$ cat config.mk
export PLATFORM = sky130hd
export DESIGN_NAME = dcf77_decoder
export DESIGN_NICKNAME = d
export VERILOG_FILES = /design/src/rtl/dcf77_decoder.sv
export SDC_FILE = /design/constraint.sdc
export NUM_CORES = 1
export LEC_CHECK = 0
export BUFFER_PORTS_ARGS = -buffer_cell sky130_fd_sc_hd__clkbuf_2
export CAP_MARGIN = 20
export CORE_ASPECT_RATIO = 2
export CORE_MARGIN = 4
export CORE_UTILIZATION = 50
export DETAILED_ROUTE_END_ITERATION = 16
export GPL_TIMING_DRIVEN = 0
export PLACE_DENSITY = 0.74
export SYNTH_ARGS = -nofsm -noshare
export SYNTH_HDL_FRONTEND = slang
export SYNTH_SLANG_ARGS = --single-unit
$ cat constraint.sdc
create_clock -name clk -period 4 [get_ports clk]
set_clock_uncertainty 0.05 [all_clocks]
set_input_delay 0.2 -clock clk [delete_from_list [all_inputs] [get_ports clk]]
set_output_delay 0.2 -clock clk [all_outputs]
set_load 0.02 [all_outputs]
$ cat src/rtl/dcf77_decoder.sv
// DCF77 minute-frame decoder: samples one bit per second, checks the frame on
// each minute mark and publishes BCD time/date when the frame is plausible.
module dcf77_decoder #(
  parameter int CLK_FREQ     = 500,
  parameter int SAMPLE_POINT = CLK_FREQ * 3 / 20
) (
  input  logic        clk,
  input  logic        nReset,
  input  logic        dcf_Signal_in,
  input  logic        clk_en_1hz,
  input  logic        minute_start_in,
  output logic [43:0] timeAndDate_out,
  output logic        data_valid,
  output logic        dcf_value
);

  localparam int CW = $clog2(SAMPLE_POINT + 1);

  logic [CW-1:0] r_sample_cnt;
  logic          r_armed;
  logic [5:0]    r_sec_cnt;
  logic [58:0]   r_frame;
  logic [5:0]    r_bits_rcvd;
  logic          r_synced;
  logic [36:0]   r_fields;
  logic          r_data_valid;
  logic          r_dcf_value;

  logic w_sample;
  logic w_valid;
  logic w_parity_ok;
  logic w_min_ok, w_hr_ok, w_day_ok, w_wd_ok, w_mon_ok, w_yr_ok;
  logic [2:0] w_sec_tens;
  logic [3:0] w_sec_units;

  // Armed by the second strobe so a missing second can never yield a bit.
  assign w_sample = r_armed && !clk_en_1hz && (r_sample_cnt == CW'(SAMPLE_POINT - 1));

  assign w_parity_ok = ~^r_frame[28:21] && ~^r_frame[35:29] && ~^r_frame[58:36];

  assign w_min_ok = (r_frame[24:21] <= 4'd9) && (r_frame[27:25] <= 3'd5);
  assign w_hr_ok  = (r_frame[32:29] <= 4'd9) &&
                    ((r_frame[34:33] < 2'd2) || ((r_frame[34:33] == 2'd2) && (r_frame[32:29] <= 4'd3)));
  assign w_day_ok = (r_frame[39:36] <= 4'd9) && (r_frame[41:36] != 6'd0) &&
                    ((r_frame[41:40] < 2'd3) || (r_frame[39:36] <= 4'd1));
  assign w_wd_ok  = (r_frame[44:42] != 3'd0);
  assign w_mon_ok = (r_frame[48:45] <= 4'd9) && (r_frame[49:45] != 5'd0) &&
                    (!r_frame[49] || (r_frame[48:45] <= 4'd2));
  assign w_yr_ok  = (r_frame[53:50] <= 4'd9) && (r_frame[57:54] <= 4'd9);

  assign w_valid = r_synced && (r_bits_rcvd == 6'd59) && !r_frame[0] && r_frame[20] &&
                   w_parity_ok && w_min_ok && w_hr_ok && w_day_ok && w_wd_ok &&
                   w_mon_ok && w_yr_ok;

  assign w_sec_tens  = 3'(r_sec_cnt / 6'd10);
  assign w_sec_units = 4'(r_sec_cnt % 6'd10);

  assign timeAndDate_out = {r_fields, w_sec_tens, w_sec_units};
  assign data_valid      = r_data_valid;
  assign dcf_value       = r_dcf_value;

  always_ff @(posedge clk) begin
    if (nReset) begin
      r_sample_cnt <= '0;
      r_armed      <= 1'b0;
      r_sec_cnt    <= '0;
      r_frame      <= '0;
      r_bits_rcvd  <= '0;
      r_synced     <= 1'b0;
      r_fields     <= '0;
      r_data_valid <= 1'b0;
      r_dcf_value  <= 1'b0;
    end else begin
      if (clk_en_1hz) begin
        r_sample_cnt <= '0;
        r_armed      <= 1'b1;
      end else begin
        if (r_sample_cnt != CW'(SAMPLE_POINT))
          r_sample_cnt <= r_sample_cnt + 1'b1;
        if (w_sample)
          r_armed <= 1'b0;
      end

      if (minute_start_in)
        r_sec_cnt <= '0;
      else if (clk_en_1hz)
        r_sec_cnt <= (r_sec_cnt == 6'd59) ? 6'd0 : r_sec_cnt + 1'b1;

      if (w_sample) begin
        r_dcf_value <= ~dcf_Signal_in;
        if (r_sec_cnt <= 6'd58)
          r_frame[r_sec_cnt] <= ~dcf_Signal_in;
        if (r_bits_rcvd != 6'd63)
          r_bits_rcvd <= r_bits_rcvd + 1'b1;
      end

      // Evaluation wins over a same-cycle sample: the new minute starts empty.
      if (minute_start_in) begin
        r_frame      <= '0;
        r_bits_rcvd  <= '0;
        r_synced     <= 1'b1;
        r_data_valid <= w_valid;
        if (w_valid)
          r_fields <= {r_frame[17], r_frame[18], r_frame[57:50], r_frame[49:45],
                       r_frame[44:42], r_frame[41:36], r_frame[34:29], r_frame[27:21]};
      end
    end
  end

endmodule

==> results of run 1 <==
==> power groups by stage <==
stage / Sequential, mW / Combinational (mW) / Clock (mW)
global placement: 1.04 / 0.0456 / 0
global route: 1.02 / 0.0525 / 0.865
detailed placement: 1.04 / 0.0473 / 0
floorplan: 1.04 / 0.0311 / 0
CTS: 1.02 / 0.0475 / 0.818
finish: 1.02 / 0.0477 / 0.807
==> placed cells by master (no fill, tap or decap), types with 3 or more instances in the layout <==
cell type  count
and2_1         3
a211oi_1      38
and4_1         3
nor3_1        27
and3_1         5
nand4_1        5
buf_4          3
buf_2          5
nand3_1       43
clkbuf_1      27
xnor2_1       27
dfxtp_1      102
a311oi_1       5
nor2b_1       12
xor2_1        11
o21ai_0       42
clkbuf_16      9
mux2i_1        4
nor2_1        71
inv_1         32
a21oi_1       49
a2bb2oi_1      3
nor3_2         3
ha_1          35
nand2_1       17
clkbuf_2      53
buf_6          4
==> critical path: stages, from the launching register on <==
cell and delay (ns):
dfxtp_1 0.39, inv_1 0.10, ha_1 0.22, nor2b_1 0.14
a2bb2oi_1 0.14, or4_1 0.59, nand4b_1 0.58, clkbuf_1 0.35
o21ai_0 0.23, a21oi_1 0.10
==> metrics by stage <==
| step | worst slack, ns | std cells | utilization, % | cell area (µm²) | hold slack [ns] |
|---|---|---|---|---|---|
| final | 0.985 | 810 | 58.0 | 5850 | 0.126 |
| after global routing | 0.815 | 810 | 58.0 | 5850 | 0.149 |
| after CTS | 0.968 | 810 | 58.0 | 5850 | 0.127 |
| after detailed placement | 0.982 | 795 | 55.4 | 5590 | 0.411 |
| after global placement | 1.12 | 795 | 55.4 | 5590 | 0.399 |
| after floorplan | 1.47 | 610 | - | 5170 | 0.271 |
==> per-layer routing <==
| layer | vias to the layer above | routed length [µm] | GRT usage [%] | share of wire, % |
|---|---|---|---|---|
| met5 | - | 0 | 0 | 0 |
| met4 | 0 | 639 | 12.4 | 4.9 |
| met3 | 42 | 510 | 3.67 | 3.9 |
| met2 | 109 | 7250 | 42.7 | 55 |
| met1 | 2090 | 4710 | 22.0 | 36 |
| li1 | 2250 | - | - | - |
==> sequential cells by signal, indices dropped and copies added, names as in the netlist <==
signal	count
r_fields	37
r_synced	1
r_frame	42
data_valid	1
r_bits_rcvd	6
r_sample_cnt	7
r_armed	1
dcf_value	1
r_sec_cnt	6
==> Yosys cell counts (3+ instances only) <==
cell	n	share of area [%]
a211oi_1	38	5.5
a21oi_1	49	4.7
a2bb2oi_1	3	0.51
a311oi_1	5	0.85
and2_1	3	0.36
and3_1	5	0.61
and4_1	3	0.51
buf_2	5	0.48
buf_4	3	0.44
buf_6	4	0.87
clkbuf_1	25	1.8
clkbuf_2	3	0.29
dfxtp_1	102	40
ha_1	35	8.5
inv_1	32	2.3
mux2i_1	4	0.78
nand2_1	17	1.2
nand3_1	43	4.2
nand4_1	5	0.61
nor2_1	71	5.2
nor2b_1	12	1.5
nor3_1	27	2.6
nor3_2	3	0.58
o21ai_0	42	4.1
xnor2_1	27	4.6
xor2_1	11	1.9
==> cell families after synthesis <==
family	after synthesis	synth area share (%)
adders and majority gates	35	8.48
and+or+nand+nor	204	19.9
xor gates and xnor gates	40	7.07
buffers and inverters	74	6.37
DFF	102	39.5
AOI/OAI and AO/OA	151	17.9
muxes	4	0.775
==> final cells by class <==
type | instances | area, µm² | share of cell area (%)
Sequential cell | 102 | 2040 | 34.9
Clock inverter | 3 | 21.3 | 0.363
Buffer | 42 | 209 | 3.57
Clock buffer | 12 | 246 | 4.21
Tap cell | 135 | 169 | 2.89
Inverter | 32 | 120 | 2.05
Multi-Input combinational cell | 434 | 2800 | 47.8
Timing Repair Buffer | 50 | 250 | 4.28
==> how the worst max path moves through the flow <==
stage	from	endpoint	slack, ns	cells past startpoint
after floorplan	r_sec_cnt[3]	timeAndDate_out[3]	1.47	8
after global placement	r_frame[38]	r_fields[14]	1.12	9
after detailed placement	r_frame[38]	r_fields[6]	0.98	9
after CTS	r_frame[38]	r_fields[6]	0.97	9
after global routing	r_frame[38]	r_fields[6]	0.81	9
final	r_frame[38]	r_fields[6]	0.99	9
==> metrics.csv, run 1 <==
metric,value,unit
seqPwrFrac,54.4,%
root_buffer,clkbuf_16,
cts_buffer_depth,2,
min_to,r_synced,
critical_path_arrival,3.17,ns
whs_path_depth,3,
start_util,51.2,%
fin_crit,3.01,ns
max_freq,0.332,GHz
pwr-share-clk,43.0,%
switching_share,21.8,%
ant_nets,0,
drt_wl_total,13100,µm
grt.overflow.total,0,
ir_worst_vdd,0.269,mV
min_from,minute_start_in,
num-nets-final,711,
dieHeight,152,µm
synth_edf_count,0,
combPwrFrac,2.5,%
diodes,0,
wl_per_cell,16.2,µm
power.density,321,nW/µm²
reg2reg_depth,9,
grt_pass1_vias,4429,
avgSynthCellArea,8.47,µm²
max_cap_violations,0,
gp_congestion,0.880,
cp_max_fo,10,
worstSkewPairLatency,0.34,ns
ctsResizeCount,0,
drtIter0Drc,240,
hold_path_class,in2reg,
syn-cell-area,5170,µm²
fin_crit_sh,75.4,%
run_status,"finished, final reports clean",
port_buffers,50,
dieArea,12100,µm²
total_leakage_power,2.03,nW
syn_to_final_growth,13.3,%
p_switching,410,µW
antenna_found_initial,0,
synth_fp_nets,650,
r2r_slack,0.99,ns
hpwl,10200,µm
final_hold_viol_count,0,
num_vias,4491,
synth_cell_types,51,
rows,52,
tritoncts,done,
crit_required,4.16,ns
fin_tns_setup,0,ns
slew_headroom,56.1,%
start_kind,register,
ys_seq_area_share,39.5,%
ys_seq_elements,102,
worst_pin_slew,0.654,ns
power.total,1.88,mW
drive_gt1_share,13.5,%
netlist_instances,610,
r2r-start,r_frame[38],
grt_pass1_wl,21000,µm
io_pins,51,
holdBufCountCts,0,
grt_util_all_layers,22.3,%
critical_path_class,reg2reg,
cts_buffers,9,
post-cts-setup-buffer-count,0,
synth_warnings,0,
routed_via_density,5.54,
endpoint_kind,register,
intPower,1.47,mW
setup_viol_count_final,0,
grt_max_degree,16,
drv_slew,0,
drcViolationCount,0,
rsz0062_at_grt,no,
synthFlopType,dfxtp_1,
die_w,79.9,µm
clkTransAtPathRegs,0.07,ns
coreArea,10100,µm²
r2r-end,r_fields[6],
fillerInstances,962,
async_flop_share,0,%
dr.pass1.iters,5,
clock_sinks,102,
htreeDepth,3,
No activity file was read; power rests on OpenSTA's default activity.
==> inputs of run 2 (changes only) <==
--- a/config.mk
+++ b/config.mk
@@ -12,7 +12,7 @@
 export CORE_UTILIZATION = 50
 export DETAILED_ROUTE_END_ITERATION = 16
 export GPL_TIMING_DRIVEN = 0
-export PLACE_DENSITY = 0.74
+export PLACE_DENSITY = 0.77
 export SYNTH_ARGS = -nofsm -noshare
 export SYNTH_HDL_FRONTEND = slang
 export SYNTH_SLANG_ARGS = --single-unit
==> constraint.sdc (replaced) <==
create_clock -name clk -period 2.5 [get_ports clk]
set_clock_uncertainty 0.05 [all_clocks]
set_input_delay 0.125 -clock clk [delete_from_list [all_inputs] [get_ports clk]]
set_output_delay 0.125 -clock clk [all_outputs]
set_load 0.02 [all_outputs]
==> metrics.csv, run 2 (same netlist as run 1, synthesis figures left out) <==
metric,value,unit
max_cap_violations,0,
cts_buffers,9,
final_cell_mix,"dfxtp_1, nor2_1, clkbuf_2",
clkTransAtPathRegs,0.07,ns
grt.overflow.total,0,
final_hold_viol_count,0,
largest_reg_flops,42,
drv_slew,0,
antenna_found_initial,0,
clock_sinks,102,
drt_wl_total,13300,µm
diodes,0,
fin_crit_sh,99.1,%
hold_path_class,in2reg,
slew_headroom,59.8,%
multiInputGateArea,2890,µm²
dieArea,12100,µm²
fin_crit,2.48,ns
r2r-start,r_frame[40],
cts_buffer_depth,2,
worst_pin_slew,0.603,ns
ant_nets,0,
rsz0062_at_grt,yes,
crit_required,2.72,ns
htreeDepth,3,
worstSkewPairLatency,0.34,ns
grt_max_degree,18,
dieHeight,152,µm
grt_pass1_wl,21600,µm
stdcell_area,6070,µm²
drive_gt1_share,19.1,%
endpoint_kind,register,
min_from,minute_start_in,
cp_max_fo,10,
total_leakage_power,2.13,nW
num-nets-final,717,
num_vias,4571,
register_area,2050,µm²
ir_worst_vdd,0.466,mV
final_common_cell,dfxtp_1,
critical_path_arrival,2.70,ns
syn_to_final_growth,17.4,%
start_util,51.2,%
cp-startpoint,r_frame[40],
root_buffer,clkbuf_16,
setup_viol_count_final,0,
tritoncts,done,
power.density,505,nW/µm²
gp_congestion,0.902,
fillerInstances,886,
io_pins,51,
wl_per_cell,16.3,µm
grt_util_all_layers,22.8,%
run_status,"finished, final reports clean",
routed_via_density,5.59,
port_buffers,50,
start_kind,register,
coreArea,10100,µm²
top_regs,"r_frame: 42 flops, r_fields: 37 flops, r_sample_cnt: 7 flops",
dr.pass1.iters,4,
critical_path_class,reg2reg,
fin_hold_ws,0.0395,ns
regMostFlops,r_frame,
placed_area,5590,µm²
hpwl,10100,µm
drtIter0Drc,332,
max_freq,0.403,GHz
grt_pass1_vias,4524,
fin_util,60.1,%
drcViolationCount,0,
die_w,79.9,µm
rows,52,
run 2: cell count changes in the layout (fill, tap and decap cells not counted), sizes merged:
cell and change:
clkinv -2, buf +8, clkinvlp +1
run 2: area by class of cell:
type	count	share of cell area, %
inverters	32	1.98
clock inverters	2	0.248
flip-flops and latches	102	33.8
plain buffers	40	3.84
well taps	135	2.78
multi-input cells	434	47.7
clock buffers	14	4.52
repair buffers	58	5.12
run 2: per-layer routing:
layer,wire [µm],track usage [%],vias to the layer above
li1,-,-,2274
met1,4840,22.8,2178
met2,7360,43.0,84
met3,406,3.55,35
met4,681,13.8,0
met5,0,0,-
run 2: worst paths after layout:
kind / slack, ns / depth (start not counted) / endpoint
worst max-delay path: 0.02 / 10 / r_fields[21]
worst min-delay path: 0.04 / 3 / r_synced
worst max register to register: 0.02 / 10 / r_fields[21]
worst min register to register: 0.42 / 2 / r_synced
run 2: stage by stage:
step	setup slack [ns]	setup TNS, ns	power [mW]	instances
final	0.0214	0	3.07	817
after global routing	-0.0649	-0.617	3.17	817
after CTS	0.00614	0	3.08	812
after floorplan	0.0429	0	1.72	610
after global placement	-0.421	-13.47	1.74	795
after detailed placement	-0.507	-15.81	1.75	795
run 2: repair_timing:
action | in CTS | in global routing
cloned | 0 | 0
resized for setup | 17 | 55
endpoints found under the setup margin | 41 | 41
pin swaps | 2 | 18
hold buffers | 0 | 0
setup buffers | 2 | 6
endpoints found under the hold margin | 0 | 0
run 2: critical path, cell delays in order, from the launching register on:
cell and delay [ns]:
dfxtp_1 0.43, inv_1 0.08, ha_1 0.32, xor2_1 0.16, xnor2_1 0.28, xnor2_2 0.13, buf_4 0.17, xnor2_4 0.24
clkbuf_2 0.27, o21ai_1 0.11, a21oi_1 0.16
run 2: power by group:
group          switching [mW]  leakage (nW)  internal [mW]
logic                  0.0577          1.17         0.0191
clock network           0.598         0.135          0.758
registers             0.00520         0.824           1.63
total                   0.661          2.13           2.40
==> inputs of run 3 (changes only) <==
--- a/config.mk
+++ b/config.mk
@@ -9,10 +9,11 @@
 export CAP_MARGIN = 20
 export CORE_ASPECT_RATIO = 2
 export CORE_MARGIN = 4
-export CORE_UTILIZATION = 50
+export CORE_UTILIZATION = 45
 export DETAILED_ROUTE_END_ITERATION = 16
 export GPL_TIMING_DRIVEN = 0
-export PLACE_DENSITY = 0.77
+export PLACE_DENSITY = 0.71
+export SLEW_MARGIN = 20
 export SYNTH_ARGS = -nofsm -noshare
 export SYNTH_HDL_FRONTEND = slang
 export SYNTH_SLANG_ARGS = --single-unit
==> metrics.csv, run 3 (same netlist as run 1, synthesis figures left out) <==
metric,value,unit
final_hold_viol_count,0,
fin_crit_sh,99.3,%
coreArea,11300,µm²
ir_worst_vdd,0.427,mV
tritoncts,done,
fin_crit,2.48,ns
critical_path_class,reg2out,
multiInputGateArea,2890,µm²
clock_sinks,102,
drcViolationCount,0,
critical_path_arrival,2.31,ns
grt_max_degree,16,
htreeDepth,3,
drt_wl_total,13500,µm
power.density,529,nW/µm²
routed_via_density,5.59,
die_w,83.8,µm
register_area,2060,µm²
drtIter0Drc,217,
setup_viol_count_final,0,
start_kind,register,
max_freq,0.403,GHz
worst_pin_slew,0.637,ns
final_common_cell,dfxtp_1,
regMostFlops,r_frame,
antenna_found_initial,0,
num-nets-final,716,
final_cells,822,
drive_gt1_share,19.4,%
fin_hold_ws,0.0479,ns
root_buffer,clkbuf_16,
num_vias,4595,
grt_pass1_vias,4679,
run_status,"finished, final reports clean",
wl_per_cell,16.5,µm
crit_required,2.33,ns
grt.overflow.total,0,
hold_path_class,in2reg,
port_buffers,50,
ant_nets,0,
grt_util_all_layers,20.5,%
top_regs,"r_frame: 42 flops, r_fields: 37 flops, r_sample_cnt: 7 flops",
fillerInstances,1051,
slew_headroom,57.5,%
final_cell_mix,"dfxtp_1, nor2_1, clkbuf_2",
total_leakage_power,2.14,nW
cp_max_fo,6,
stdcell_area,6100,µm²
setup_ws,0.0173,ns
dieHeight,160,µm
fin_tns_setup,0,ns
endpoint_kind,output pin,
cts_buffer_depth,2,
io_pins,51,
hpwl,10400,µm
start_util,45.8,%
cts_buffers,9,
clkTransAtPathRegs,0.07,ns
grt_pass1_wl,22300,µm
syn_to_final_growth,18.2,%
placed_area,5590,µm²
max_cap_violations,0,
gp_congestion,0.856,
dieArea,13400,µm²
dr.pass1.iters,4,
dp.cells,802,
largest_reg_flops,42,
rows,55,
worstSkewPairLatency,0.35,ns
r2r_slack,0.04,ns
diodes,0,
pre_cts_ws,-0.478,ns
holdBufCountCts,0,
drv_slew,0,
run 3: changes by cell type in the layout (fill, tap and decap cells not counted), moves of 4 or more:
cell,before,now
o21ai_2,9,5
dfxtp_2,1,5
buf_4,12,8
dfxtp_1,99,95
o21ai_1,16,20
run 3: stage by stage:
step                      power (mW)  utilization, %
after global routing            3.31            54.1
after floorplan                 1.72               -
after global placement          1.74            49.6
final                           3.23            54.1
after CTS                       3.24            52.9
after detailed placement        1.75            49.6
run 3: power breakdown:
group          internal [mW]  switching, mW
sequential              1.63        0.00510
combinational         0.0191         0.0580
clock                  0.923          0.598
total                   2.57          0.661
run 3: repair_timing:
action,in CTS,in global routing
pin swaps,0,19
hold endpoints to repair,0,0
resized for setup,15,59
endpoints found under the setup margin,41,45
setup buffers,2,4
cloned,0,0
run 3: final cells by class:
cell class                      instances  area share [%]
Timing Repair Buffer                   56            4.90
Multi-Input combinational cell        434            47.4
Clock buffer                           11            4.14
Tap cell                              142            2.91
Buffer                                 41            3.87
Sequential cell                       102            33.7
Clock inverter                          4            1.15
Inverter                               32            1.97
run 3: path summary, 6_finish.rpt:
| check | from | cells after the start | to |
|---|---|---|---|
| setup / recovery | r_sec_cnt[5] | 7 | timeAndDate_out[2] |
| hold / removal | minute_start_in | 3 | r_synced |
| setup reg to reg | r_frame[52] | 10 | r_fields[16] |
| hold reg to reg | r_fields[12] | 2 | r_fields[12] |
run 3: per-layer routing:
| layer | vias up | wire, µm | GRT usage, % |
|---|---|---|---|
| met2 | 115 | 7580 | 39.1 |
| li1 | 2277 | - | - |
| met4 | 0 | 814 | 13.8 |
| met3 | 41 | 431 | 3.42 |
| met5 | - | 0 | 0 |
| met1 | 2162 | 4710 | 19.3 |
run 3: critical path: stages, from the launching register on:
cell      delay, ns
dfxtp_1        0.43
nor2b_2        0.28
and2_1         0.24
o31ai_1        0.12
o31ai_2        0.34
buf_4          0.20
mux2i_1        0.17
clkbuf_2       0.18
